$ cat src/rtl/pipe_stage_skid.sv
// Generic inter-stage pipeline register: valid/ready handshake, 2-entry skid buffer,
// flush to bubble, registered in_ready and a saturating downstream-stall counter.
module pipe_stage_skid #(
    parameter int unsigned       DATA_W = 64,
    parameter logic [DATA_W-1:0] BUBBLE = '0,
    parameter int unsigned       CNT_W  = 16
) (
    input  logic              clk,
    input  logic              reset,
    input  logic              in_valid,
    input  logic [DATA_W-1:0] in_data,
    output logic              in_ready,
    output logic              out_valid,
    output logic [DATA_W-1:0] out_data,
    input  logic              out_ready,
    input  logic              flush,
    output logic [CNT_W-1:0]  stall_cnt
);

    typedef enum logic [1:0] {
        EMPTY = 2'd0,
        ONE   = 2'd1,
        FULL  = 2'd2
    } state_t;

    state_t            state;
    logic [DATA_W-1:0] s_data;
    logic              in_xfer;
    logic              out_xfer;

    always_comb begin
        in_xfer  = in_valid & in_ready;
        out_xfer = out_valid & out_ready;
    end

    // out_data is the main register M; in_ready/out_valid are loaded with the
    // values implied by the next state so no input reaches an output combinationally.
    always_ff @(posedge clk or posedge reset) begin
        if (reset) begin
            state     <= EMPTY;
            out_valid <= 1'b0;
            out_data  <= BUBBLE;
            s_data    <= BUBBLE;
            in_ready  <= 1'b1;
        end else if (flush) begin
            state     <= EMPTY;
            out_valid <= 1'b0;
            out_data  <= BUBBLE;
            s_data    <= BUBBLE;
            in_ready  <= 1'b1;
        end else begin
            case (state)
                EMPTY: begin
                    if (in_xfer) begin
                        state     <= ONE;
                        out_valid <= 1'b1;
                        out_data  <= in_data;
                    end
                end
                ONE: begin
                    if (in_xfer && out_xfer) begin
                        out_data <= in_data;
                    end else if (out_xfer) begin
                        state     <= EMPTY;
                        out_valid <= 1'b0;
                        out_data  <= BUBBLE;
                    end else if (in_xfer) begin
                        state    <= FULL;
                        s_data   <= in_data;
                        in_ready <= 1'b0;
                    end
                end
                FULL: begin
                    // in_ready is low here, so only the drain from S into M can happen.
                    if (out_xfer) begin
                        state    <= ONE;
                        out_data <= s_data;
                        s_data   <= BUBBLE;
                        in_ready <= 1'b1;
                    end
                end
                default: begin
                    state     <= EMPTY;
                    out_valid <= 1'b0;
                    out_data  <= BUBBLE;
                    s_data    <= BUBBLE;
                    in_ready  <= 1'b1;
                end
            endcase
        end
    end

    always_ff @(posedge clk or posedge reset) begin
        if (reset) begin
            stall_cnt <= '0;
        end else if (out_valid && !out_ready && stall_cnt != '1) begin
            stall_cnt <= stall_cnt + CNT_W'(1);
        end
    end

endmodule

$ cat config.mk
export PLATFORM = sky130hd
export DESIGN_NAME = pipe_stage_skid
export DESIGN_NICKNAME = d
export VERILOG_FILES = /design/src/rtl/pipe_stage_skid.sv
export SDC_FILE = /design/constraint.sdc
export NUM_CORES = 1
export LEC_CHECK = 0
export CAP_MARGIN = 20
export CORE_ASPECT_RATIO = 1.2
export CORE_MARGIN = 2
export CORE_UTILIZATION = 68
export DETAILED_ROUTE_END_ITERATION = 7
export DONT_BUFFER_PORTS = 1
export PLACE_DENSITY = 0.84
export SETUP_SLACK_MARGIN = 0.15
export SLEW_MARGIN = 20
export SYNTH_ARGS = -nofsm -noshare
export SYNTH_HDL_FRONTEND = slang
export SYNTH_SLANG_ARGS = --single-unit
$ cat constraint.sdc
create_clock -name clk -period 9.5 [get_ports clk]
set_clock_uncertainty 0.1 [all_clocks]
set_input_delay 0.95 -clock clk [delete_from_list [all_inputs] [get_ports clk]]
set_output_delay 0.95 -clock clk [all_outputs]
set_load 0.03 [all_outputs]
---- Yosys cells after proc, flatten, opt, wreduce, memory -nomap -nowiden ----
Index checks and enable logic that the tools add are counted.
storage, ports and cells
  bits in registers ....................... 148
  input bits .............................. 69
  output and inout port bits .............. 82
  logic and storage cells ................. 59
cells by class
  add/sub/neg operators ................... 1
  equal/unequal tests ..................... 13
  muxes and demuxes ....................... 28
  bitwise gates (word level) .............. 2
  reduce and logical (&&, ||, !) cells .... 9
operators with widths
  kind                                                  count
  two-way mux 64 bit                                    8
  one-hot mux 64 bit (3 select lines)                   2
  != test 3 bit (second input constant)                 6
  adder 16 x 1 -> 16 bit (second input constant)        1
  != test 16 bit (second input constant)                1
  two-way mux 2 bit                                     6
  two-way mux 1 bit                                     9
  != test 4 bit (second input constant)                 2
  AND reduction 4 bit                                   2
  one-hot mux 1 bit (3 select lines)                    2
  one-hot mux 2 bit (3 select lines)                    1
  AND reduction 5 bit                                   1
  != test 2 bit (second input constant)                 2
  logical AND 1 bit                                     3
  AND reduction 3 bit                                   1
  bitwise AND 1 bit                                     2
  equality test 2 x 1 -> 1 bit (second input constant)  1
  equality test 2 bit (second input constant)           1
  zero test 2 bit                                       1
  zero test 1 bit                                       1

---- Depth between registers and ports, before layout ----
  depth after elaboration ................. 6
  mapped depth ............................ 7
  depth with buffers taken out ............ 5

---- Worst setup path before layout ----
OpenSTA, ideal clock, no wires.
  path type ............................... input -> register
  start point ............................. input port out_ready
  end point ............................... register out_data[0]
  library setup time ...................... 0.077 ns
  data arrival time ....................... 2.114 ns
  slack ................................... 7.209 ns
  stages .................................. 5
  buffers on the path ..................... 1
  path through ............................ a21o_1 a2111oi_4 buf_6 nand2_1 o21ai_1
on the way
  cells in the longest elaborated chain, start to end .. 5
  elaborated cells between the ends (all ways) .. 8
  those cells by class .................... eq/ne: 2; mux: 3; bitwise: 1; reduce/logical: 2
ends and longest elaborated chain
  what                                 RTL line  text
  start, declared                      15        input logic out_ready,
  bitwise AND 1 bit (*)                33        out_xfer = out_valid & out_ready;
  logical AND 1 bit                    61        if (in_xfer && out_xfer) begin
  two-way mux 64 bit                   61
  one-hot mux 64 bit (3 select lines)  52        case (state)
  two-way mux 64 bit                   45        end else if (flush) begin
  end signal, assigned                 57        out_data <= in_data;
  end signal, assigned                 62        out_data <= in_data;
  end signal, assigned                 77        out_data <= s_data;
  end, declared                        14        output logic [DATA_W-1:0] out_data,
Mark *: on every way between the ends. The rest lies on a longest branch, timed or not.
A chain may end at the register's enable or synchronous reset.

---- Worst setup path after layout ----
  start point ............................. register out_valid
  end point ............................... register out_data[2]
on the way
  cells in the longest elaborated chain, start to end .. 5
  elaborated cells between the ends (all ways) .. 8
  those cells by class .................... eq/ne: 2; mux: 3; bitwise: 1; reduce/logical: 2
ends and longest elaborated chain
  what                                 RTL line  text
  start, declared                      13        output logic out_valid,
  start signal, assigned               41        out_valid <= 1'b0;
  start signal, assigned               47        out_valid <= 1'b0;
  start signal, assigned               56        out_valid <= 1'b1;
  bitwise AND 1 bit (*)                33
  logical AND 1 bit                    61
  two-way mux 64 bit                   61
  one-hot mux 64 bit (3 select lines)  52
  two-way mux 64 bit                   45
Marks and branches as above.

==> results.yml <==
sta:
  relSlewSlack_pct: 35.6
  tns_ns: 0
  fin_crit_ns: 2.87
  min_period_over_period_pct: 30.2
  slew_violations: 0
  fmax_mhz: 349
  rsz0062_at_grt: "false"
  tightest_slew_ns: 0.966
  setup_violations: 0
  hold_violations: 0
grt:
  grt_pass1_wl_microns: 22600
  antenna_found_initial: 0
  grt_overflow_total: 0
  grt_pass1_vias: 4367
  grt_max_degree: 92
  grt_usage_pct: 29.6
critical_path:
  path_max_fanout: 48
  critPathRequiredTime_ns: 9.85
  reg2reg_slack_ns: 6.63
  crit_arrival_ns: 3.22
  crit_path_end_kind: "flip-flop"
  path_class: "reg -> reg"
  crit_path_start_kind: "flip-flop"
floorplan:
  fp.dieH_microns: 108
  placeableCoreArea_sq_mm: 0.00894
  initial_core_util_pct: 68.9
  ios: 151
  num_rows: 38
  die_area_sq_mm: 0.00984
  chipWidth_microns: 90.9
yosys:
  yosys-top-cells-area: "dfrtp_1 (60%), a22o_1 (9.1%), a22oi_1 (7.8%), o21ai_1 (5.4%), nand2_1 (4.3%)"
  ys_types: 46
  synthFlopType: "dfrtp_1"
  syn_nets: 604
  async_flop_share_pct: 100
  synthCells: 534
  synth_warnings: 0
  syn-cell-area_sq_mm: 0.00616
  synth_edf_count: 0
  yosys.area.top_type: "dfrtp_1"
  syn_area_per_cell_sq_um: 11.5
  synth_top_area_share_pct: 59.7
  synth_seq_cells: 148
  synth-seq-area-share_pct: 60.1
route:
  drt_iter0_markers: 490
  routed_via_density: 6.75
  routed_wl_microns: 14200
  drc: 0
  vias: 4398
  wl_per_cell_microns: 21.7
  dr.pass1.iters: 5
  ant_nets: 0
clock_tree:
  numCtsBuffers: 17
  cts_max_level: 4
  post_cts_buffers: 0
  cts_sinks: 148
  hold_buffers: 0
  clk_pin_slew_ns: 0.06
  tritoncts: "done"
  cts_root_buf: "clkbuf_8"
  cts_resized: 0
  clockBufferDepth: 2
  clock_latency_ns: 0.52
outcome:
  outcome: "complete, no violations"
layout:
  mostFrequentLayoutCells: "dfrtp_1 (147), nand2_1 (70), o21ai_1 (67), a22oi_1 (64), a22o_1 (64)"
  finalNetCount: 589
  diodes: 0
  final_common_cell: "dfrtp_1"
  drive_gt1_share_pct: 9.59
  syn_to_final_growth_pct: 10.4
run:
  maxCapViolCount: 0
power_and_ir_drop:
  leakagePower_nw: 3.12
  peakVddDrop_mv: 0.145
  total_power_mw: 1.71
  p_per_area_mw_per_mm2: 251
worst_hold_path:
  hp-class: "in -> async"
placement:
  gp_congestion: 0.775
  dp_hpwl_microns: 8440
  io_buffers: 0
report_power, final:
group          internal, mW  switching [mW]  total, mW
registers             0.688           0.142      0.830
clock network         0.445           0.249      0.694
logic                0.0651           0.120      0.185
total                  1.20           0.511       1.71
sequential cells by signal (all words and copies together) (netlist names):
register,count
out_data,64
stall_cnt,16
out_valid,1
state,2
in_ready,1
s_data,64
synth_stat cells, drive strengths merged (2+ instances only):
cell	count
nor2	4
a22oi	64
nor2b	3
a21oi	6
a31oi	2
xnor2	10
nand2	70
nand2b	2
inv	6
a22o	64
o21a	2
nand4	5
nand3	6
buf	16
and2	3
mux2	3
nor3	4
and3	3
dfrtp	147
clkbuf	26
o21ai	69
o31ai	2
worst max-delay path, cell delays in order, from the launching register on:
cell       delay [ns]
dfrtp_1          0.58
a21o_1           0.33
a2111oi_4        0.92
buf_4            0.59
nand2_1          0.13
o21ai_1          0.10
cell type report:
| cell class | instances | area (sq um) |
|---|---|---|
| clock buffers | 22 | 463 |
| flip-flops and latches | 148 | 3700 |
| fillers | 586 | 2140 |
| repair buffers | 8 | 63.8 |
| well taps | 120 | 150 |
| multi-input cells | 338 | 2240 |
| clock inverters | 10 | 153 |
| inverters | 6 | 27.5 |
layer usage:
| layer | track usage [%] | part of all wire, % | vias to the layer above |
|---|---|---|---|
| li1 | - | - | 1947 |
| met1 | 38.8 | 39 | 2212 |
| met2 | 46.0 | 50 | 215 |
| met3 | 9.76 | 9.3 | 24 |
| met4 | 12.9 | 2.0 | 0 |
| met5 | 0 | 0 | - |
cell families after synthesis:
logic type / after synthesis / share of synthesized area (%)
buffers and inverters: 48 / 4.10
muxes: 3 / 0.548
DFF: 148 / 60.1
AOI/OAI and AO/OA: 217 / 25.3
adders and majority gates: 1 / 0.203
xor gates and xnor gates: 10 / 1.42
and+or+nand+nor: 107 / 8.25
metrics by stage:
step / std cells / hold slack [ns] / instance area, sq um / setup slack (ns) / util [%]
after floorplan: 534 / 0.373 / 6160 / 4.47 / -
after global placement: 619 / 0.388 / 6170 / 6.26 / 69.1
after detailed placement: 620 / 0.392 / 6180 / 6.43 / 69.1
after CTS: 652 / 0.236 / 6800 / 6.66 / 76.0
after global routing: 652 / 0.258 / 6800 / 6.45 / 76.1
final: 652 / 0.220 / 6800 / 6.63 / 76.1
worst paths after layout:
path / from / cells after the start / endpoint
setup / recovery: out_valid / 5 / out_data[2]
hold / removal: reset / 1 / out_data[43]
setup reg to reg: out_valid / 5 / out_data[2]
hold reg to reg: s_data[0] / 1 / s_data[0]
max in group asynchronous: reset / 2 / out_data[6]
min in group clk: flush / 1 / state[0]
No activity file was read; power rests on OpenSTA's default activity.
